**config.mk**
```make
export PLATFORM = sky130hd
export DESIGN_NAME = branch_predictor_flat
export DESIGN_NICKNAME = d
export VERILOG_FILES = /design/src/rtl/branch_predictor_if.sv /design/src/rtl/branch_predictor.sv /design/src/flat_wrapper.sv
export SDC_FILE = /design/constraint.sdc
export NUM_CORES = 1
export LEC_CHECK = 0
export ABC_CLOCK_PERIOD_IN_PS = 3540
export CAP_MARGIN = 20
export CORE_ASPECT_RATIO = 0.7
export CORE_UTILIZATION = 27
export DETAILED_ROUTE_END_ITERATION = 16
export PLACE_DENSITY = 0.6
export SETUP_SLACK_MARGIN = 0.15
export SLEW_MARGIN = 20
export SYNTH_ARGS = -nofsm -noshare
export SYNTH_HDL_FRONTEND = slang
export SYNTH_SLANG_ARGS = --single-unit
```
**constraint.sdc**
```tcl
create_clock -name clk_i -period 3.54 [get_ports clk_i]
set_input_delay 0.708 -clock clk_i [delete_from_list [all_inputs] [get_ports clk_i]]
set_output_delay 0.708 -clock clk_i [all_outputs]
set_load 0.1 [all_outputs]
```
**src/rtl/branch_predictor_if.sv**
```systemverilog
// Fetch/execute interface of the branch predictor.
// master = core side (drives PCs and resolution), slave = predictor.
// branch_op_e_i encoding: 2'b00 NON_BRANCH, 2'b01 JUMP, 2'b10 BRANCH, 2'b11 unused.
interface branch_predictor_if #(
  parameter int PC_W = 32
);
  logic [PC_W-1:0] pc_f_i;
  logic            pred_taken_f_o;
  logic [PC_W-1:0] pc_e_i;
  logic [1:0]      branch_op_e_i;
  logic            pred_taken_e_i;
  logic            pc_src_res_e_i;
  logic            stall_e_i;
  logic            mispredict_e_o;
  logic [31:0]     branch_cnt_o;
  logic [31:0]     mispredict_cnt_o;

  modport master (
    output pc_f_i, pc_e_i, branch_op_e_i, pred_taken_e_i, pc_src_res_e_i, stall_e_i,
    input  pred_taken_f_o, mispredict_e_o, branch_cnt_o, mispredict_cnt_o
  );

  modport slave (
    input  pc_f_i, pc_e_i, branch_op_e_i, pred_taken_e_i, pc_src_res_e_i, stall_e_i,
    output pred_taken_f_o, mispredict_e_o, branch_cnt_o, mispredict_cnt_o
  );
endinterface

```
**src/rtl/branch_predictor.sv**
```systemverilog
// Bimodal branch direction predictor: 2**IDX_W two-bit saturating counters
// indexed by pc[IDX_W+1:2]. Fetch reads the table combinationally; execute
// trains it with the resolved direction and flags mispredictions.
// Optional macro BP_PERF_EN adds 32-bit branch/mispredict event counters;
// without it both counter outputs are tied to zero.
// branch_op encoding: 2'b00 NON_BRANCH, 2'b01 JUMP, 2'b10 BRANCH (2'b11 acts as NON_BRANCH).
module branch_predictor #(
  parameter int IDX_W = 6,
  parameter int PC_W  = 32
) (
  input  logic              clk_i,
  input  logic              reset_i,
  branch_predictor_if.slave bp
);

  localparam int         DEPTH      = 1 << IDX_W;
  localparam logic [1:0] OP_JUMP    = 2'b01;
  localparam logic [1:0] OP_BRANCH  = 2'b10;
  localparam logic [1:0] CNT_WNT    = 2'b01;

  logic [1:0]       bht_q [DEPTH];
  logic [1:0]       bht_d [DEPTH];
  logic [IDX_W-1:0] idx_f;
  logic [IDX_W-1:0] idx_e;
  logic             upd;
  logic             is_ctrl;

  // Saturating +1/-1 step of a 2-bit direction counter.
  function automatic logic [1:0] sat_step(input logic [1:0] cnt, input logic taken);
    if (taken) begin
      return (cnt == 2'b11) ? 2'b11 : cnt + 2'd1;
    end
    return (cnt == 2'b00) ? 2'b00 : cnt - 2'd1;
  endfunction

  // Index decode, lookup, update qualifier and mispredict flag.
  always_comb begin
    idx_f             = bp.pc_f_i[IDX_W+1:2];
    idx_e             = bp.pc_e_i[IDX_W+1:2];
    upd               = (bp.branch_op_e_i == OP_BRANCH) & ~bp.stall_e_i;
    is_ctrl           = (bp.branch_op_e_i == OP_BRANCH) | (bp.branch_op_e_i == OP_JUMP);
    // Lookup sees the registered value, so a same-cycle update is not bypassed.
    bp.pred_taken_f_o = bht_q[idx_f][1];
    bp.mispredict_e_o = is_ctrl & (bp.pred_taken_e_i != bp.pc_src_res_e_i);
  end

  // Next-state of the counter table: only the resolving entry moves.
  always_comb begin
    for (int i = 0; i < DEPTH; i++) begin
      bht_d[i] = bht_q[i];
    end
    if (upd) begin
      bht_d[idx_e] = sat_step(bht_q[idx_e], bp.pc_src_res_e_i);
    end
  end

  // Counter table storage; reset returns every entry to weakly-not-taken.
  always_ff @(posedge clk_i) begin
    if (reset_i) begin
      for (int i = 0; i < DEPTH; i++) begin
        bht_q[i] <= CNT_WNT;
      end
    end else begin
      for (int i = 0; i < DEPTH; i++) begin
        bht_q[i] <= bht_d[i];
      end
    end
  end

`ifdef BP_PERF_EN
  logic [31:0] branch_cnt_q;
  logic [31:0] branch_cnt_d;
  logic [31:0] mispredict_cnt_q;
  logic [31:0] mispredict_cnt_d;

  // Event counters; natural 32-bit wrap, stalled cycles are not counted.
  always_comb begin
    branch_cnt_d     = branch_cnt_q;
    mispredict_cnt_d = mispredict_cnt_q;
    if (upd) begin
      branch_cnt_d = branch_cnt_q + 32'd1;
    end
    if (bp.mispredict_e_o & ~bp.stall_e_i) begin
      mispredict_cnt_d = mispredict_cnt_q + 32'd1;
    end
  end

  // Event counter registers.
  always_ff @(posedge clk_i) begin
    if (reset_i) begin
      branch_cnt_q     <= 32'h0;
      mispredict_cnt_q <= 32'h0;
    end else begin
      branch_cnt_q     <= branch_cnt_d;
      mispredict_cnt_q <= mispredict_cnt_d;
    end
  end

  assign bp.branch_cnt_o     = branch_cnt_q;
  assign bp.mispredict_cnt_o = mispredict_cnt_q;
`else
  assign bp.branch_cnt_o     = 32'h0;
  assign bp.mispredict_cnt_o = 32'h0;
`endif

endmodule

```
**src/flat_wrapper.sv**
```systemverilog
// flat-port wrapper written by rule: the top's interface ports become plain ports
module branch_predictor_flat 
#(
  parameter int IDX_W = 6,
  parameter int PC_W  = 32
)
  (clk_i, reset_i, bp_pc_f_i, bp_pc_e_i, bp_branch_op_e_i, bp_pred_taken_e_i, bp_pc_src_res_e_i, bp_stall_e_i, bp_pred_taken_f_o, bp_mispredict_e_o, bp_branch_cnt_o, bp_mispredict_cnt_o);
  branch_predictor_if #(.PC_W(PC_W)) bp_i ();
  input  logic clk_i;
  input  logic reset_i;
  input wire logic [$bits(bp_i.pc_f_i)-1:0] bp_pc_f_i;
  input wire logic [$bits(bp_i.pc_e_i)-1:0] bp_pc_e_i;
  input wire logic [$bits(bp_i.branch_op_e_i)-1:0] bp_branch_op_e_i;
  input wire logic [$bits(bp_i.pred_taken_e_i)-1:0] bp_pred_taken_e_i;
  input wire logic [$bits(bp_i.pc_src_res_e_i)-1:0] bp_pc_src_res_e_i;
  input wire logic [$bits(bp_i.stall_e_i)-1:0] bp_stall_e_i;
  output wire logic [$bits(bp_i.pred_taken_f_o)-1:0] bp_pred_taken_f_o;
  output wire logic [$bits(bp_i.mispredict_e_o)-1:0] bp_mispredict_e_o;
  output wire logic [$bits(bp_i.branch_cnt_o)-1:0] bp_branch_cnt_o;
  output wire logic [$bits(bp_i.mispredict_cnt_o)-1:0] bp_mispredict_cnt_o;
  assign bp_i.pc_f_i = bp_pc_f_i;
  assign bp_i.pc_e_i = bp_pc_e_i;
  assign bp_i.branch_op_e_i = bp_branch_op_e_i;
  assign bp_i.pred_taken_e_i = bp_pred_taken_e_i;
  assign bp_i.pc_src_res_e_i = bp_pc_src_res_e_i;
  assign bp_i.stall_e_i = bp_stall_e_i;
  assign bp_pred_taken_f_o = bp_i.pred_taken_f_o;
  assign bp_mispredict_e_o = bp_i.mispredict_e_o;
  assign bp_branch_cnt_o = bp_i.branch_cnt_o;
  assign bp_mispredict_cnt_o = bp_i.mispredict_cnt_o;
  branch_predictor #(.IDX_W(IDX_W), .PC_W(PC_W)) u_core (.clk_i(clk_i), .reset_i(reset_i), .bp(bp_i));
endmodule
```
-- Word level (Yosys, flattened, before mapping)
Memory sizes are Yosys's and may differ from the RTL's.
Cells that the tools add are included.
- bits in registers: 0
- bits in latches: 0
- RAM bits: 128
- memory bits (read-only): 0
- output and inout port bits: 66
- word-level logic and storage cells: 158
- memories kept: 1
- memory list (memory ; words ; width ; rd ports ; clocked after memory_dff ; wr ports ; RTL line ; text):
    u_core.bht_q ; 64 ; 2 ; 66 ; 0 ; 64 ; branch_predictor.sv:21 ; logic [1:0] bht_q [DEPTH];
- add/subtract/negate cells: 2
- multipliers: 0
- div/mod/pow operators: 0
- order comparisons: 2
- equality and inequality tests: 4
- shift operators: 0
- multiplexer cells: 78
- bitwise gates (word level): 69
- reduce and logical (&&, ||, !) cells: 2
- operators with widths (kind ; number):
    2-bit 2-to-1 mux ; 70
    128-bit bitwise mux ; 1
    128-bit 2-to-1 mux ; 1
    1-bit OR ; 65
    2-bit demux with 6-bit select ; 1
    7-bit >= comparator, second input constant ; 1
    7-bit by 1-bit less-than comparator with 1-bit output, second input constant ; 1
    6-bit NOT with 7-bit output ; 1
    1-bit 2-to-1 mux ; 5
    2-bit == test, second input constant ; 2
    2-bit by 1-bit adder with 2-bit output, second input constant ; 1
    1-bit bitwise AND ; 2
    2-bit by 1-bit == test with 1-bit output, second input constant ; 1
    2-bit logical NOT ; 1
    2-bit by 1-bit subtractor with 2-bit output, second input constant ; 1
    1-bit logical AND ; 1
    1-bit inequality test ; 1
    1-bit NOT ; 1

-- Depth between registers and ports, before layout
An unclocked memory read counts as a cell.
- word-level depth: 9
- mapped depth: 12
- mapped depth without buffers: 7

-- Worst setup path after synthesis
Ideal clock, no wire load.
- path kind: input to output
- start point: input port bp_pc_f_i[2]
- end point: output port bp_pred_taken_f_o
- data arrival time: 3.150 ns
- slack: -0.318 ns
- stages on the path: 5
- path buffers: 2
- path through: clkbuf_1 buf_2 mux4_2 mux4_2 mux4_2
- word-level cells in the longest chain between the ends: 1
- RTL lines (what ; RTL line ; text):
    start: declaration ; flat_wrapper.sv:11 ; input wire logic [$bits(bp_i.pc_f_i)-1:0] bp_pc_f_i;
    memory read 64 x 2 bit ; n/a ;
    end: declaration ; flat_wrapper.sv:17 ; output wire logic [$bits(bp_i.pred_taken_f_o)-1:0] bp_pred_taken_f_o;
Every way passes these cells.

-- Final worst setup path
Same ends and word-level chain as after synthesis.

==> out/metrics.yaml <==
placed_design:
  post-place-cells: 1161
  dp_hpwl_mm: 14.3
  port_buffers: 20
  place.gp.congestion: 0.913
pwr:
  peakVddDrop_mv: 0.363
  finalPower_w: 0.00401
  p_leak_nw: 2.99
  cellPowerDensity_nw_per_um2: 484
setup_path:
  start_kind: "input pin"
  worst-path-max-fanout: 8
  end_kind: "primary output"
  rrSetupSlack_ns: 1.02
  rr_startpoint: "u_core.bht_q[55][0]"
  crit_chain: "buf_12, buf_12, mux4_2, mux4_2, mux4_2, buf_12"
  r2r_end: "u_core.bht_q[27][1]"
  slowest_delay_ns: 0.55
  critPathSlowestCell: "mux4_2"
  r2r_cells: 8
  path_class: "input pin to primary output"
  crit_required_ns: 2.83
  arrival_ns: 2.67
detailed_routing:
  route.vias.total: 6234
  dr.pass1.iters: 7
  drtIter0Drc: 837
  drc: 0
  drt-total-wl_mm: 21.1
  postRouteAntennaNets: 0
  routed_via_density: 5.22
  wl_per_cell_um: 17.7
cts:
  cts-root-buf: "clkbuf_16"
  clk_pin_slew_ns: 0.06
  htree_num_levels: 4
  postCtsHoldBufs: 0
  cts_tree: "yes"
  cts.sinks: 128
  cts_made_buffers: 17
  max-clock-path-buffers: 2
  clk_latency_ns: 0.42
cells_and_area:
  reg_top3: "u_core.bht_q: 128 flops"
  area_growth_pct: 18.8
  diodes: 0
  stdcell_count: 1195
  drive_gt1_share_pct: 18.2
  largest_reg_flops: 128
  final_nets: 929
  largest_register: "u_core.bht_q"
  fillers: 2581
global_routing:
  antenna_found_initial: 0
  grt_max_degree: 71
  grtUsageTotal_pct: 16.2
  grt_pass1_wl_mm: 32.8
  first_global_vias: 5657
  overflow: 0
synth:
  yosysSeqAreaShare_pct: 36.8
  synth_most_common_cell: "dfxtp_1"
  syn_avg_cell_area_um2: 8.54
  synth_ff_type: "dfxtp_1"
  yosys.area.top_type_share_pct: 36.8
  synth-seq-cells: 128
  synth_largest_area_cell: "dfxtp_1"
  synth_area_leaders: "dfxtp_1 37%, mux4_2 9.7%, buf_4 7.7%"
  synth.cell_area_um2: 6970
  synthCells: 816
  yosys_warnings: 0
  async_flop_share_pct: 0
  yosysUniqueCellTypes: 48
  synth_edf_count: 0
  synth_common_cells: "128 x dfxtp_1, 101 x nand2_1, 98 x nor2_1, 89 x a21oi_1, 71 x buf_4"
die:
  core_um2: 25000
  die_h_um: 136
  die_w_um: 194
  start_util_pct: 27.9
  die_area_um2: 26500
  std_cell_rows: 48
  ios: 137
timing:
  hold_viol: 0
  slew_headroom_pct: 44.7
  fmax_mhz: 296
  rsz0062_at_grt: "true"
  worst_slew_pin_slew_ns: 0.830
  layout_min_cycle_time_ns: 3.37
  clock_skew_ns: 0.0125
  finalCritPeriodShare_pct: 95.3
  drv_slew: 0
  setup_viol: 0
  fin_setup_tns_ns: 0
outcome:
  status: "finished, final reports clean"
min_path:
  min_path_cells: 2
  whs_endpoint: "u_core.bht_q[43][0]"
  hold_class: "flop to flop"
  worstHoldStart: "u_core.bht_q[43][0]"
job:
  maxCapViolations: 0
[placed cells by master, fill, tap and decap left out, types with 3 or more instances in the layout]
cell type and instances:
dfxtp_1 128, buf_12 12, o211ai_1 5, buf_2 3, bufinv_16 3, clkinvlp_4 4
nand3_1 6, o22ai_1 7, nor2_1 98, a221oi_1 32, clkinv_2 3, conb_1 64
and3_1 4, o211ai_2 14, buf_4 50, a22oi_1 9, nand2_1 101, clkdlybuf4s50_1 14
a21oi_1 89, mux4_2 30, o21ai_0 40, inv_1 5, clkbuf_16 17, nor2b_1 5
mux2_1 5, a211oi_1 25, o21ai_1 49, nor3_1 3, and2_1 4, mux2_2 5
[metal layers]
metal | wire length, um | track usage, %
met1 | 10100 | 24.0
met2 | 8440 | 21.3
met3 | 2270 | 5.76
met4 | 356 | 4.76
met5 | 0 | 0.741
[repair_timing]
action,in CTS,in global routing
pin swaps,0,0
endpoints found under the setup margin,1,1
buffers inserted,0,0
endpoints found under the hold margin,0,0
resized for setup,12,2
cloned,2,0
[kinds of logic (layout without fill, tap and decap cells)]
| family | count (synthesis) | count (layout) | share of synthesized area (%) |
|---|---|---|---|
| AOI/OAI and AO/OA | 274 | 274 | 24.8 |
| xor gates and xnor gates | 1 | 1 | 0.126 |
| adders and majority gates | 3 | 3 | 0.503 |
| buffers and inverters | 129 | 120 | 11.6 |
| DFF | 128 | 128 | 36.8 |
| muxes | 43 | 43 | 11.8 |
| other | 1 | 64 | 0.0538 |
| and+or+nand+nor | 237 | 237 | 14.3 |
[worst max-delay path, delay by kind of cell]
kind | cells | cell delay [ns]
buffers and inverters | 3 | 0.41
multiplexers | 3 | 1.54
[where the power goes]
| group | total [W] | internal [W] | switching, W |
|---|---|---|---|
| clock network | 0.00184 | 0.00114 | 0.000698 |
| registers | 0.00145 | 0.00144 | 0.00000258 |
| logic | 0.000720 | 0.000160 | 0.000560 |
| total | 0.00401 | 0.00275 | 0.00126 |
[final cells by class]
cell class	instances	area (um^2)	share of cell area, %
Clock buffer	19	453	5.47
Clock inverter	13	161	1.95
Inverter	7	26.3	0.318
Multi-Input combinational cell	622	3830	46.3
Sequential cell	128	2560	31.0
Tap cell	325	407	4.91
Timing Repair Buffer	81	831	10.0
[through the flow]
| stage | setup slack (ns) | utilization (%) | hold WS (ns) | cell area [um^2] |
|---|---|---|---|---|
| 5_1_grt | 0.147 | 33.1 | 0.498 | 8280 |
| 3_3_place_gp | -0.292 | 30.4 | 0.447 | 7600 |
| 6_report | 0.166 | 33.1 | 0.469 | 8280 |
| 3_5_place_dp | -0.318 | 30.4 | 0.457 | 7600 |
| 2_1_floorplan | 0.163 | - | 0.437 | 7240 |
| 4_1_cts | 0.169 | 33.1 | 0.470 | 8270 |
[how the worst max path moves through the flow]
stage,depth (start not counted),end,slack (ns),start
after global placement,6,bp_pred_taken_f_o,-0.29,bp_pc_f_i[2]
after CTS,6,bp_pred_taken_f_o,0.17,bp_pc_f_i[2]
final,6,bp_pred_taken_f_o,0.17,bp_pc_f_i[2]
after floorplan,5,bp_pred_taken_f_o,0.16,bp_pc_f_i[2]
after global routing,6,bp_pred_taken_f_o,0.15,bp_pc_f_i[2]
after detailed placement,6,bp_pred_taken_f_o,-0.32,bp_pc_f_i[2]
(Power assumes the default switching activity.)
